**config.mk**
```make
export PLATFORM = sky130hd
export DESIGN_NAME = eth_tx_sched_flat
export DESIGN_NICKNAME = d
export VERILOG_FILES = /design/src/rtl/eth_tx_sched_if.sv /design/src/rtl/eth_tx_sched.sv /design/src/flat_wrapper.sv
export SDC_FILE = /design/constraint.sdc
export NUM_CORES = 1
export LEC_CHECK = 0
export BUFFER_PORTS_ARGS = -buffer_cell sky130_fd_sc_hd__buf_4
export CORE_MARGIN = 2
export CORE_UTILIZATION = 45
export CTS_CLUSTER_SIZE = 14
export DETAILED_ROUTE_END_ITERATION = 10
export GPL_TIMING_DRIVEN = 0
export PLACE_DENSITY = 0.7
export SYNTH_ARGS = -nofsm -noshare
export SYNTH_HDL_FRONTEND = slang
export SYNTH_SLANG_ARGS = --single-unit
```
**constraint.sdc**
```tcl
create_clock -name aclk -period 3.9 [get_ports aclk]
set_input_delay 0.39 -clock aclk [delete_from_list [all_inputs] [get_ports aclk]]
set_output_delay 0.39 -clock aclk [all_outputs]
set_load 0.005 [all_outputs]
```
**src/rtl/eth_tx_sched_if.sv**
```systemverilog
// Signal bundle between the GMII TX frame scheduler and its requesters and framer.
// The master side is the scheduler. The slave side is the surrounding logic.
interface eth_tx_sched_if;
    logic        arp_req;
    logic [47:0] arp_req_mac;
    logic        udp_frame_rdy;
    logic        tx_done;
    logic        tx_start;
    logic        tx_sel;
    logic [47:0] tx_dst_mac;
    logic        arp_drop;
    logic        timeout_err;
    logic        sched_idle;

    modport master (
        input  arp_req, arp_req_mac, udp_frame_rdy, tx_done,
        output tx_start, tx_sel, tx_dst_mac, arp_drop, timeout_err, sched_idle
    );

    modport slave (
        output arp_req, arp_req_mac, udp_frame_rdy, tx_done,
        input  tx_start, tx_sel, tx_dst_mac, arp_drop, timeout_err, sched_idle
    );
endinterface

```
**src/rtl/eth_tx_sched.sv**
```systemverilog
// Frame-level scheduler sharing the GMII TX framer between ARP replies and UDP frames.
// ARP has priority, bounded by a burst limit. A watchdog recovers a hung framer.
module eth_tx_sched #(
    parameter int IFG_CYCLES     = 12,
    parameter int MAX_ARP_BURST  = 4,
    parameter int TIMEOUT_CYCLES = 4096
) (
    input  logic           aclk,
    input  logic           areset,
    eth_tx_sched_if.master bus
);
    localparam int CNT_W = $clog2(MAX_ARP_BURST + 1);
    localparam int WD_W  = $clog2(TIMEOUT_CYCLES);
    localparam int GAP_W = $clog2(IFG_CYCLES + 1);
    localparam logic [CNT_W-1:0] ARP_MAX  = CNT_W'(MAX_ARP_BURST);
    localparam logic [WD_W-1:0]  WD_LAST  = WD_W'(TIMEOUT_CYCLES - 1);
    localparam logic [GAP_W-1:0] GAP_LAST = GAP_W'(IFG_CYCLES - 1);

    typedef enum logic [1:0] {
        ST_IDLE  = 2'd0,
        ST_START = 2'd1,
        ST_BUSY  = 2'd2,
        ST_GAP   = 2'd3
    } state_t;

    state_t             state_r;
    state_t             state_next_s;
    logic               grant_arp_s;
    logic               grant_udp_s;
    logic               expire_s;
    logic               arp_pend_r;
    logic [47:0]        arp_mac_r;
    logic [CNT_W-1:0]   arp_cnt_r;
    logic [WD_W-1:0]    wdog_r;
    logic [GAP_W-1:0]   gap_r;
    logic               tx_start_r;
    logic               tx_sel_r;
    logic [47:0]        tx_dst_mac_r;
    logic               arp_drop_r;
    logic               timeout_err_r;
    logic               sched_idle_r;

    // Next-state decode, grant arbitration and watchdog expiry
    always_comb begin
        state_next_s = state_r;
        grant_arp_s  = 1'b0;
        grant_udp_s  = 1'b0;
        expire_s     = 1'b0;
        case (state_r)
            ST_IDLE: begin
                grant_arp_s = arp_pend_r && !(bus.udp_frame_rdy && (arp_cnt_r == ARP_MAX));
                grant_udp_s = !grant_arp_s && bus.udp_frame_rdy;
                if (grant_arp_s || grant_udp_s) begin
                    state_next_s = ST_START;
                end else begin
                    state_next_s = ST_IDLE;
                end
            end
            ST_START: begin
                state_next_s = ST_BUSY;
            end
            ST_BUSY: begin
                // A done pulse on the expiry cycle still counts as a clean finish
                if (bus.tx_done) begin
                    state_next_s = ST_GAP;
                end else if (wdog_r == WD_LAST) begin
                    state_next_s = ST_GAP;
                    expire_s     = 1'b1;
                end else begin
                    state_next_s = ST_BUSY;
                end
            end
            ST_GAP: begin
                if (gap_r == GAP_LAST) begin
                    state_next_s = ST_IDLE;
                end else begin
                    state_next_s = ST_GAP;
                end
            end
            default: begin
                state_next_s = ST_IDLE;
            end
        endcase
    end

    // State register, watchdog and inter-frame gap counters
    always_ff @(posedge aclk or posedge areset) begin
        if (areset) begin
            state_r <= ST_IDLE;
            wdog_r  <= '0;
            gap_r   <= '0;
        end else begin
            state_r <= state_next_s;
            if (state_r == ST_BUSY) begin
                wdog_r <= wdog_r + WD_W'(1);
            end else begin
                wdog_r <= '0;
            end
            if (state_r == ST_GAP) begin
                gap_r <= gap_r + GAP_W'(1);
            end else begin
                gap_r <= '0;
            end
        end
    end

    // One-deep ARP request holder and consecutive-ARP burst counter
    always_ff @(posedge aclk or posedge areset) begin
        if (areset) begin
            arp_pend_r <= 1'b0;
            arp_mac_r  <= 48'd0;
            arp_cnt_r  <= '0;
        end else begin
            if (bus.arp_req) begin
                arp_pend_r <= 1'b1;
                arp_mac_r  <= bus.arp_req_mac;
            end else if (grant_arp_s) begin
                arp_pend_r <= 1'b0;
            end
            if (grant_arp_s && (arp_cnt_r != ARP_MAX)) begin
                arp_cnt_r <= arp_cnt_r + CNT_W'(1);
            end else if (grant_udp_s) begin
                arp_cnt_r <= '0;
            end
        end
    end

    // Registered outputs; the grant reads the MAC held before any same-cycle request
    always_ff @(posedge aclk or posedge areset) begin
        if (areset) begin
            tx_start_r    <= 1'b0;
            tx_sel_r      <= 1'b0;
            tx_dst_mac_r  <= 48'd0;
            arp_drop_r    <= 1'b0;
            timeout_err_r <= 1'b0;
            sched_idle_r  <= 1'b1;
        end else begin
            tx_start_r    <= (state_next_s == ST_START);
            arp_drop_r    <= bus.arp_req && arp_pend_r && !grant_arp_s;
            timeout_err_r <= expire_s;
            sched_idle_r  <= (state_next_s == ST_IDLE);
            if (grant_arp_s) begin
                tx_sel_r     <= 1'b1;
                tx_dst_mac_r <= arp_mac_r;
            end else if (grant_udp_s) begin
                tx_sel_r <= 1'b0;
            end
        end
    end

    assign bus.tx_start    = tx_start_r;
    assign bus.tx_sel      = tx_sel_r;
    assign bus.tx_dst_mac  = tx_dst_mac_r;
    assign bus.arp_drop    = arp_drop_r;
    assign bus.timeout_err = timeout_err_r;
    assign bus.sched_idle  = sched_idle_r;
endmodule

```
**src/flat_wrapper.sv**
```systemverilog
// flat-port wrapper written by rule: the top's interface ports become plain ports
module eth_tx_sched_flat 
#(
    parameter int IFG_CYCLES     = 12,
    parameter int MAX_ARP_BURST  = 4,
    parameter int TIMEOUT_CYCLES = 4096
)
  (aclk, areset, bus_arp_req, bus_arp_req_mac, bus_udp_frame_rdy, bus_tx_done, bus_tx_start, bus_tx_sel, bus_tx_dst_mac, bus_arp_drop, bus_timeout_err, bus_sched_idle);
  eth_tx_sched_if bus_i ();
  input  logic aclk;
  input  logic areset;
  input wire logic [$bits(bus_i.arp_req)-1:0] bus_arp_req;
  input wire logic [$bits(bus_i.arp_req_mac)-1:0] bus_arp_req_mac;
  input wire logic [$bits(bus_i.udp_frame_rdy)-1:0] bus_udp_frame_rdy;
  input wire logic [$bits(bus_i.tx_done)-1:0] bus_tx_done;
  output wire logic [$bits(bus_i.tx_start)-1:0] bus_tx_start;
  output wire logic [$bits(bus_i.tx_sel)-1:0] bus_tx_sel;
  output wire logic [$bits(bus_i.tx_dst_mac)-1:0] bus_tx_dst_mac;
  output wire logic [$bits(bus_i.arp_drop)-1:0] bus_arp_drop;
  output wire logic [$bits(bus_i.timeout_err)-1:0] bus_timeout_err;
  output wire logic [$bits(bus_i.sched_idle)-1:0] bus_sched_idle;
  assign bus_i.arp_req = bus_arp_req;
  assign bus_i.arp_req_mac = bus_arp_req_mac;
  assign bus_i.udp_frame_rdy = bus_udp_frame_rdy;
  assign bus_i.tx_done = bus_tx_done;
  assign bus_tx_start = bus_i.tx_start;
  assign bus_tx_sel = bus_i.tx_sel;
  assign bus_tx_dst_mac = bus_i.tx_dst_mac;
  assign bus_arp_drop = bus_i.arp_drop;
  assign bus_timeout_err = bus_i.timeout_err;
  assign bus_sched_idle = bus_i.sched_idle;
  eth_tx_sched #(.IFG_CYCLES(IFG_CYCLES), .MAX_ARP_BURST(MAX_ARP_BURST), .TIMEOUT_CYCLES(TIMEOUT_CYCLES)) u_core (.aclk(aclk), .areset(areset), .bus(bus_i));
endmodule
```
==> results.cfg <==
[outcome]
outcome = completed

[yosys]
ys_async_sr_fraction_pct = 100
synth_area_leaders = dfrtp_1, mux2_4, mux2_2
synth_simple_gate_area_share_pct = 5.85
synthAdderAreaFrac_pct = 1.00
avgSynthCellArea_um2 = 15.6
yosys.area_share.xor_xnor_pct = 0.875
synthDistinctLibCells = 39
yosysTopAreaCell = dfrtp_1
synth-seq-cells = 123
synth_warnings = 0
netlist.area_leader.share_pct = 61.0
synth_top_family_by_area = multiplexers
synthMuxAreaShare_pct = 25.2
synth_nets = 378
synth-compound-area-share_pct = 2.97
yosysSeqAreaShare_pct = 61.5
ys.flop_type = dfrtp_1
synth_edf_count = 0
synth_cells = 321
syn_area_mm2 = 0.00501

[timing]
slew_headroom_pct = 63.6
tightest_slew_ns = 0.546
finalHoldViolCount = 0
rsz0062_at_grt = false
finalCritPeriodShare_pct = 42.1
final-setup-viol-count = 0
max_freq_mhz = 609
clock-skew-final_ns = 0.00857
period_minus_slack_ns = 1.64
finalMaxSlewViolations = 0

[pwr]
switching_share_pct = 23.8
power-per-cell-area_mw_per_mm2 = 699
sequentialPowerShare_pct = 39.6
leakagePower_nw = 3.35
switching_power_mw = 1.11
pwr-share-clk_pct = 36.5
ir_worst_vdd_mv = 0.301
p_comb_share_pct = 23.9
internal_power_mw = 3.54

[finish]
utilization_pct = 61.4
diodes = 0
area_growth_syn_to_layout_pct = 32.9
drive_gt1_share_pct = 53.9
nets = 503
final_cell_count_no_fill = 598

[routing]
drtAntennaViolNets = 0
via_per_inst = 5.01
vias = 2993
dr.pass1.iters = 4
drt_iter0_markers = 141
wirelength_mm = 9.56
wl_per_cell_um = 16.0
drc = 0

[cts]
clk_latency_ns = 0.51
cts_tree = built
cts_buffer_depth = 2
cts_root_buf = clkbuf_8
clk_pin_slew_ns = 0.06
cts_sinks = 123
htreeDepth = 4
cts_buffers = 17

[floorplan]
rows = 38
ios = 106
dieArea_mm2 = 0.0120
start_util_pct = 46.2
die_y_um = 109
die-width_um = 109
coreArea_mm2 = 0.0108

[global_routing]
grt_pass1_wl_mm = 15.6
grt_max_degree = 66
grt_pass1_vias = 3103
antenna_found_initial = 0
grt_util_all_layers_pct = 17.2
grt_remaining_overflow = 0

[placed_design]
numPlacedInstances = 566
finalWeightedCongestion = 0.710
io_buffer_count = 104
place_hpwl_mm = 6.52

[worst_setup_path]
r2r_cells = 6
crit_required_ns = 4.30
r2r_slack_ns = 2.26
rr_endpoint = u_core.bus.tx_dst_mac[0]
path_max_fanout = 10
rr_startpoint = u_core.arp_cnt_r[0]
path_class = register to register
start_kind = register
cp-end-kind = register
cp.arrival_ns = 2.04

[job]
maxCapViolCount = 0

[worst_hold_path]
hold_path_end = u_core.bus.timeout_err
holdPathStages = 2
hold_path_class = input port to register
worstHoldStart = bus_tx_done
-- routing by layer --
layer | share of wire, % | GRT usage [%] | vias to the layer above
met5 | 0 | 0 | -
met4 | 1.3 | 6.24 | 0
met3 | 5.8 | 5.45 | 14
met2 | 48 | 27.1 | 85
met1 | 45 | 22.4 | 1504
li1 | - | - | 1390
-- cells by family (layout without fill, tap and decap cells) --
| family | after synthesis | after routing |
|---|---|---|
| buffers and inverters | 21 | 158 |
| AO/OA/AOI/OAI | 24 | 24 |
| flip-flops | 123 | 123 |
| AND/OR/NAND/NOR | 47 | 47 |
| multiplexers | 97 | 97 |
| XOR/XNOR | 5 | 5 |
| adder cells (fa/ha/maj) | 4 | 4 |
-- critical path, stage by stage, from the launching register on --
cell,delay (ns)
dfrtp_1,0.38
inv_1,0.09
ha_1,0.20
nand3_1,0.14
nand3_4,0.18
buf_6,0.20
mux2_1,0.33
-- area by class of cell --
type / instances / area [um2]
Inverter: 7 / 31.3
Buffer: 14 / 101
Clock inverter: 10 / 189
Timing Repair Buffer: 106 / 818
Multi-Input combinational cell: 177 / 1800
Sequential cell: 123 / 3080
Clock buffer: 21 / 459
Tap cell: 140 / 175
Fill cell: 841 / 4190
-- layout by cell type (no fill, tap or decap), types with 2 or more instances in the layout --
| cell | count |
|---|---|
| a21o_1 | 2 |
| a21oi_1 | 6 |
| a22o_1 | 2 |
| and3_1 | 3 |
| buf_2 | 6 |
| buf_4 | 105 |
| buf_6 | 5 |
| bufinv_16 | 5 |
| clkbuf_1 | 3 |
| clkbuf_16 | 16 |
| clkbuf_8 | 4 |
| clkinv_4 | 3 |
| dfrtp_1 | 122 |
| ha_1 | 4 |
| inv_1 | 6 |
| mux2_2 | 49 |
| mux2_4 | 46 |
| nand2_1 | 4 |
| nand2b_1 | 2 |
| nand3_1 | 8 |
| nor2_1 | 11 |
| nor2b_1 | 3 |
| o21a_1 | 2 |
| o21ai_0 | 8 |
| o31ai_1 | 2 |
| or3_1 | 4 |
| or4_1 | 3 |
| xnor2_1 | 3 |
| xor2_1 | 2 |
-- repair_timing --
| item | in CTS | in global routing |
|---|---|---|
| setup buffers | 0 | 0 |
| endpoints found under the hold margin | 57 | 0 |
| endpoints found under the setup margin | 0 | 0 |
| resized for setup | 0 | 0 |
| hold buffers | 1 | 0 |
-- worst max-delay path by stage --
stage                                   start                  endpoint  slack [ns]
final                     u_core.arp_cnt_r[0]  u_core.bus.tx_dst_mac[0]        2.26
after global routing      u_core.arp_cnt_r[1]  u_core.bus.tx_dst_mac[0]        2.13
after CTS                 u_core.arp_cnt_r[0]  u_core.bus.tx_dst_mac[0]        2.23
after detailed placement  u_core.arp_cnt_r[1]  u_core.bus.tx_dst_mac[0]        2.26
after global placement                 areset           u_core.gap_r[1]       -1.09
after floorplan                        areset       u_core.arp_cnt_r[0]        0.24
-- synthesized netlist by cell type (3+ instances only) --
master,instances
or4_1,3
or3_1,4
nand3_1,8
buf_6,5
nor2_1,11
nor2b_1,3
o21ai_0,8
mux2_4,46
mux2_2,49
a21oi_1,6
ha_1,4
dfrtp_1,122
inv_1,7
and3_1,3
xnor2_1,3
nand2_1,4
buf_2,6
-- flip-flops by register name (all words and copies together) (netlist names) --
| name | count |
|---|---|
| u_core.arp_mac_r | 48 |
| u_core.bus.tx_dst_mac | 48 |
| u_core.wdog_r | 12 |
| u_core.gap_r | 4 |
| u_core.arp_cnt_r | 3 |
| u_core.state_r | 2 |
| u_core.arp_pend_r | 1 |
| u_core.bus.arp_drop | 1 |
| u_core.bus.sched_idle | 1 |
| u_core.bus.timeout_err | 1 |
| u_core.bus.tx_sel | 1 |
| u_core.bus.tx_start | 1 |
-- power by group through the flow --
stage                     Sequential, mW  Clock [mW]  Combinational, mW
final                               1.84        1.70               1.11
after CTS                           1.85        1.73               1.13
after floorplan                     1.84           0              0.571
after global routing                1.89        1.79               1.22
after global placement              1.84           0               1.10
after detailed placement            1.87           0               1.13
-- metrics by stage --
stage / setup slack (ns) / TNS, ns / hold WS (ns) / area [um2] / power [mW]
after global routing: 2.13 / 0 / 0.0373 / 6650 / 4.90
after global placement: -1.09 / -132.18 / 0.443 / 5960 / 2.94
final: 2.26 / 0 / 0.0420 / 6650 / 4.65
after floorplan: 0.241 / 0 / 0.433 / 5010 / 2.41
after detailed placement: 2.26 / 0 / 0.464 / 5990 / 2.99
after CTS: 2.23 / 0 / 0.00995 / 6650 / 4.71
Note: power is estimated with default switching activity, not from simulation.
